$ cat src/rtl/int_seq.sv
// Interrupt/reset entry sequencer: stacks PC and P, then fetches the vector.
// Define INT_SEQ_BRK_EN to add the brk_req input and B-bit push support.
module int_seq (
  input  logic        clk,
  input  logic        rst,
  input  logic        nmi_n,
  input  logic        irq_n,
  input  logic        i_flag,
  input  logic        boundary,
  input  logic [7:0]  s_in,
  output logic        busy,
  output logic [1:0]  cause,
  output logic [15:0] addr,
  output logic [1:0]  wdata_sel,
  output logic        mem_we,
  output logic        s_dec,
  output logic        pcl_ld,
  output logic        pch_ld,
  output logic        set_i,
  output logic        push_b
`ifdef INT_SEQ_BRK_EN
  ,
  input  logic        brk_req
`endif
);

  localparam logic [7:0] STACK_PAGE = 8'h01;
  localparam logic [7:0] VEC_BASE   = 8'hFF;

  localparam logic [1:0] C_NONE = 2'b00;
  localparam logic [1:0] C_RST  = 2'b01;
  localparam logic [1:0] C_NMI  = 2'b10;
  localparam logic [1:0] C_IRQ  = 2'b11;

  typedef enum logic [2:0] {
    RST_WAIT,
    IDLE,
    PUSH_PCH,
    PUSH_PCL,
    PUSH_P,
    VEC_L,
    VEC_H
  } state_e;

  state_e     state_q, state_d;
  logic [1:0] cause_q, cause_d;
  logic       nmi_lat_q, nmi_lat_d;
  logic       nmi_prev_q;
  logic       nmi_fall;
  logic       irq_pend;
  logic       hijack;
  logic       brk_start;
  logic [1:0] vcause;
  logic [7:0] vec_lo;

  assign nmi_fall = nmi_prev_q & ~nmi_n;
  assign irq_pend = ~irq_n & ~i_flag;
  assign hijack   = (cause_q == C_IRQ) & nmi_lat_q;

  // A late NMI steals the vector fetch of an IRQ/BRK sequence.
  assign vcause = (state_q == VEC_L && hijack) ? C_NMI : cause_q;

  always_comb begin
    vec_lo = 8'hFE;
    unique case (vcause)
      C_RST:   vec_lo = 8'hFC;
      C_NMI:   vec_lo = 8'hFA;
      default: vec_lo = 8'hFE;
    endcase
  end

`ifdef INT_SEQ_BRK_EN
  logic brk_q;

  assign brk_start = brk_req;
  assign push_b    = (state_q == PUSH_P) & brk_q;

  always_ff @(posedge clk or posedge rst) begin
    if (rst) begin
      brk_q <= 1'b0;
    end else if (state_q == IDLE && boundary) begin
      brk_q <= brk_req & ~nmi_lat_q;
    end
  end
`else
  assign brk_start = 1'b0;
  assign push_b    = 1'b0;
`endif

  always_comb begin
    state_d   = state_q;
    cause_d   = cause_q;
    nmi_lat_d = nmi_lat_q | nmi_fall;
    busy      = 1'b1;
    cause     = cause_q;
    addr      = 16'h0000;
    wdata_sel = 2'b00;
    mem_we    = 1'b0;
    s_dec     = 1'b0;
    pcl_ld    = 1'b0;
    pch_ld    = 1'b0;
    set_i     = 1'b0;
    unique case (state_q)
      RST_WAIT: begin
        cause   = C_RST;
        cause_d = C_RST;
        state_d = VEC_L;
      end
      IDLE: begin
        busy  = 1'b0;
        cause = C_NONE;
        if (boundary) begin
          if (nmi_lat_q) begin
            state_d   = PUSH_PCH;
            cause_d   = C_NMI;
            nmi_lat_d = nmi_fall;
          end else if (irq_pend || brk_start) begin
            state_d = PUSH_PCH;
            cause_d = C_IRQ;
          end
        end
      end
      PUSH_PCH, PUSH_PCL, PUSH_P: begin
        addr   = {STACK_PAGE, s_in};
        mem_we = 1'b1;
        s_dec  = 1'b1;
        unique case (state_q)
          PUSH_PCH: begin
            wdata_sel = 2'b00;
            state_d   = PUSH_PCL;
          end
          PUSH_PCL: begin
            wdata_sel = 2'b01;
            state_d   = PUSH_P;
          end
          default: begin
            wdata_sel = 2'b10;
            state_d   = VEC_L;
          end
        endcase
      end
      VEC_L: begin
        cause   = vcause;
        addr    = {VEC_BASE, vec_lo};
        pcl_ld  = 1'b1;
        state_d = VEC_H;
        if (hijack) begin
          cause_d   = C_NMI;
          nmi_lat_d = nmi_fall;
        end
      end
      VEC_H: begin
        addr    = {VEC_BASE, vec_lo | 8'h01};
        pch_ld  = 1'b1;
        set_i   = 1'b1;
        state_d = IDLE;
      end
      default: begin
        state_d = RST_WAIT;
      end
    endcase
  end

  always_ff @(posedge clk or posedge rst) begin
    if (rst) begin
      state_q    <= RST_WAIT;
      cause_q    <= C_RST;
      nmi_lat_q  <= 1'b0;
      nmi_prev_q <= 1'b1;
    end else begin
      state_q    <= state_d;
      cause_q    <= cause_d;
      nmi_lat_q  <= nmi_lat_d;
      nmi_prev_q <= nmi_n;
    end
  end

endmodule

$ cat config.mk
export PLATFORM = sky130hd
export DESIGN_NAME = int_seq
export DESIGN_NICKNAME = d
export VERILOG_FILES = /design/src/rtl/int_seq.sv
export SDC_FILE = /design/constraint.sdc
export NUM_CORES = 1
export LEC_CHECK = 0
export CORE_MARGIN = 2
export CORE_UTILIZATION = 35
export DETAILED_ROUTE_END_ITERATION = 7
export PLACE_DENSITY = 0.87
export SLEW_MARGIN = 20
export SYNTH_ARGS = -nofsm -noshare
export SYNTH_HDL_FRONTEND = slang
export SYNTH_SLANG_ARGS = --single-unit
$ cat constraint.sdc
create_clock -name clk -period 1.6 [get_ports clk]
set_input_delay 0.32 -clock clk [delete_from_list [all_inputs] [get_ports clk]]
set_output_delay 0.32 -clock clk [all_outputs]
set_load 0.05 [all_outputs]
==> results_dict.tcl <==
set metrics [dict create \
    first_pass_iters 4 \
    final_common_cell "buf_12" \
    rsz0062_at_grt "true" \
    grt_max_degree 10 \
    clock-sinks 7 \
    ctsRootBufferMaster "clkbuf_4" \
    grt_pass1_vias 932 \
    drt-initial-drc-count 57 \
    chipWidth_um 47.6 \
    synth_edf_count 0 \
    htree_levels 1 \
    grt_pass1_wl_mm 4.52 \
    synth_ff_type "dfrtp_1" \
    crit_start "state_q[1]" \
    ant_nets 0 \
    hold_viol 0 \
    coreArea_um2 1760 \
    die_area_um2 2260 \
    fin_ws_ps -280 \
    clk_latency_ps 290 \
    ys_ff_latch 7 \
    netlist_area_um2 664 \
    clk_pin_slew_ps 60 \
    numCtsBuffers 3 \
    critical_path.max_fanout 8 \
    pin_count 41 \
    synth_fp_nets 103 \
    rows 15 \
    initial_utilization_pct 37.7 \
    detail_route.vias_per_cell 5.74 \
    synth_cell_types 32 \
    overflow 0 \
    ys_seq_area_share_pct 26.7 \
    drive_gt1_share_pct 64.1 \
    portBuffers 39 \
    drc 0 \
    layout_min_cycle_time_ps 1880 \
    cp.required_ps 1280 \
    synthCells 89 \
    fin_crit_sh_pct 118 \
    ys_async_sr_fraction_pct 100 \
    postCtsHoldBufs 0 \
    n_antenna_cell 0 \
    grt_use_total_pct 29.4 \
    hold_path_class "primary input to async pin" \
    routed_wl_mm 3.72 \
    start_kind "flip-flop" \
    cts_tree "done" \
    endpoint_kind "output pin" \
    maxCapViolations 0 \
    via_count 958 \
    r2r_setup_slack_ps 150 \
    finalSetupViolCount 26 \
    reg2reg_depth 5 \
    syn_to_final_growth_pct 154 \
    gp_routability_congestion 0.757 \
    wl_per_cell_um 22.3 \
    hpwl_mm 1.78 \
    die_h_um 47.6 \
    r2r-start "state_q[1]" \
    antenna_found_initial 0 \
    fin_nets 157 \
    layout.cells.most_common_list "24 x buf_12, 13 x clkdlybuf4s50_1, 13 x buf_6" \
    outcome "finished with violations" \
    dpl_worst_slack_ps -148 \
    regToRegEndpoint "cause_q[0]" \
    drv_slew 0 \
    crit_type "flip-flop to output pin" \
    clock_path_buffers 2 \
    fin_worst_skew_ps 1.83 \
    violations "negative setup slack" \
    yosys_warnings 0 \
    cp.arrival_ps 1560 \
    syn_avg_cell_area_um2 7.47 \
    clock.fmax_mhz 532 \
]
[cells in the mapped netlist (2+ instances only)]
cell       n  area share [%]
nor3_1     2             1.5
and2_1     2             1.9
o22ai_1    2             1.9
nand3_1    4             3.0
a21oi_1    9             6.8
dfrtp_1    5              19
o21ai_0   13             9.8
nand2_1    3             1.7
nand2b_1   4             3.8
nor2_1     4             2.3
buf_4     10              11
nor2b_1    2             1.9
a21o_1     2             2.3
buf_2      2             1.5
inv_1      7             4.0
dfstp_2    2             7.9
[final cells by class]
cell class / instances / area (µm²)
repair buffers: 63 / 862
multi-input cells: 61 / 554
flip-flops and latches: 7 / 181
fillers: 46 / 78.8
well taps: 25 / 31.3
inverters: 7 / 30.0
clock buffers: 4 / 26.3
[flip-flops by register name, summed over array words and instances (netlist names)]
register and cells:
cause_q 2, nmi_lat_q 1, state_q 3, nmi_prev_q 1
[kinds of logic after synthesis]
logic type / Yosys count / share of synthesized area (%)
AOI/OAI and AO/OA: 33 / 29.8
other: 1 / 0.564
DFF: 7 / 26.7
and+or+nand+nor: 25 / 21.3
xor gates and xnor gates: 2 / 2.64
buffers and inverters: 21 / 19.0
[worst max-delay path, cell delays in order (launching register included)]
cell	delay, ps
dfrtp_2	500
and2b_4	220
a21o_4	200
a21o_4	200
buf_8	140
[worst max-delay path by stage]
stage	endpoint	cells after the start
final	addr[0]	4
after detailed placement	addr[2]	5
after global routing	addr[2]	4
after CTS	addr[2]	4
after global placement	addr[2]	5
after floorplan	addr[1]	4
[layer usage]
| metal | wire [µm] | GRT usage, % | vias to the layer above |
|---|---|---|---|
| li1 | - | - | 402 |
| met1 | 1280 | 32.1 | 458 |
| met2 | 1880 | 50.0 | 77 |
| met3 | 368 | 8.30 | 21 |
| met4 | 191 | 17.8 | 0 |
| met5 | 0 | 2.50 | - |
[what timing repair did]
action | in CTS | in global routing
gates resized for setup | 37 | 24
pin swaps | 8 | 10
cloned | 0 | 0
endpoints found under the setup margin | 26 | 26
buffers inserted | 3 | 4
endpoints found under the hold margin | 0 | 0
[through the flow]
stage          cells  hold WS [ps]  instance area [µm²]  util, %  TNS, ps
6_report         167           290                 1690     95.5    -5500
2_1_floorplan     89           122                  713        -     -670
3_3_place_gp     156           499                 1390     79.0    -67.5
5_1_grt          167           304                 1690     95.5    -6250
3_5_place_dp     156           518                 1390     79.0     -807
4_1_cts          163           297                 1570     88.8    -3520
Power is not shown: default switching activity piles up to over one toggle a cycle in this logic, so the estimate is an artifact.
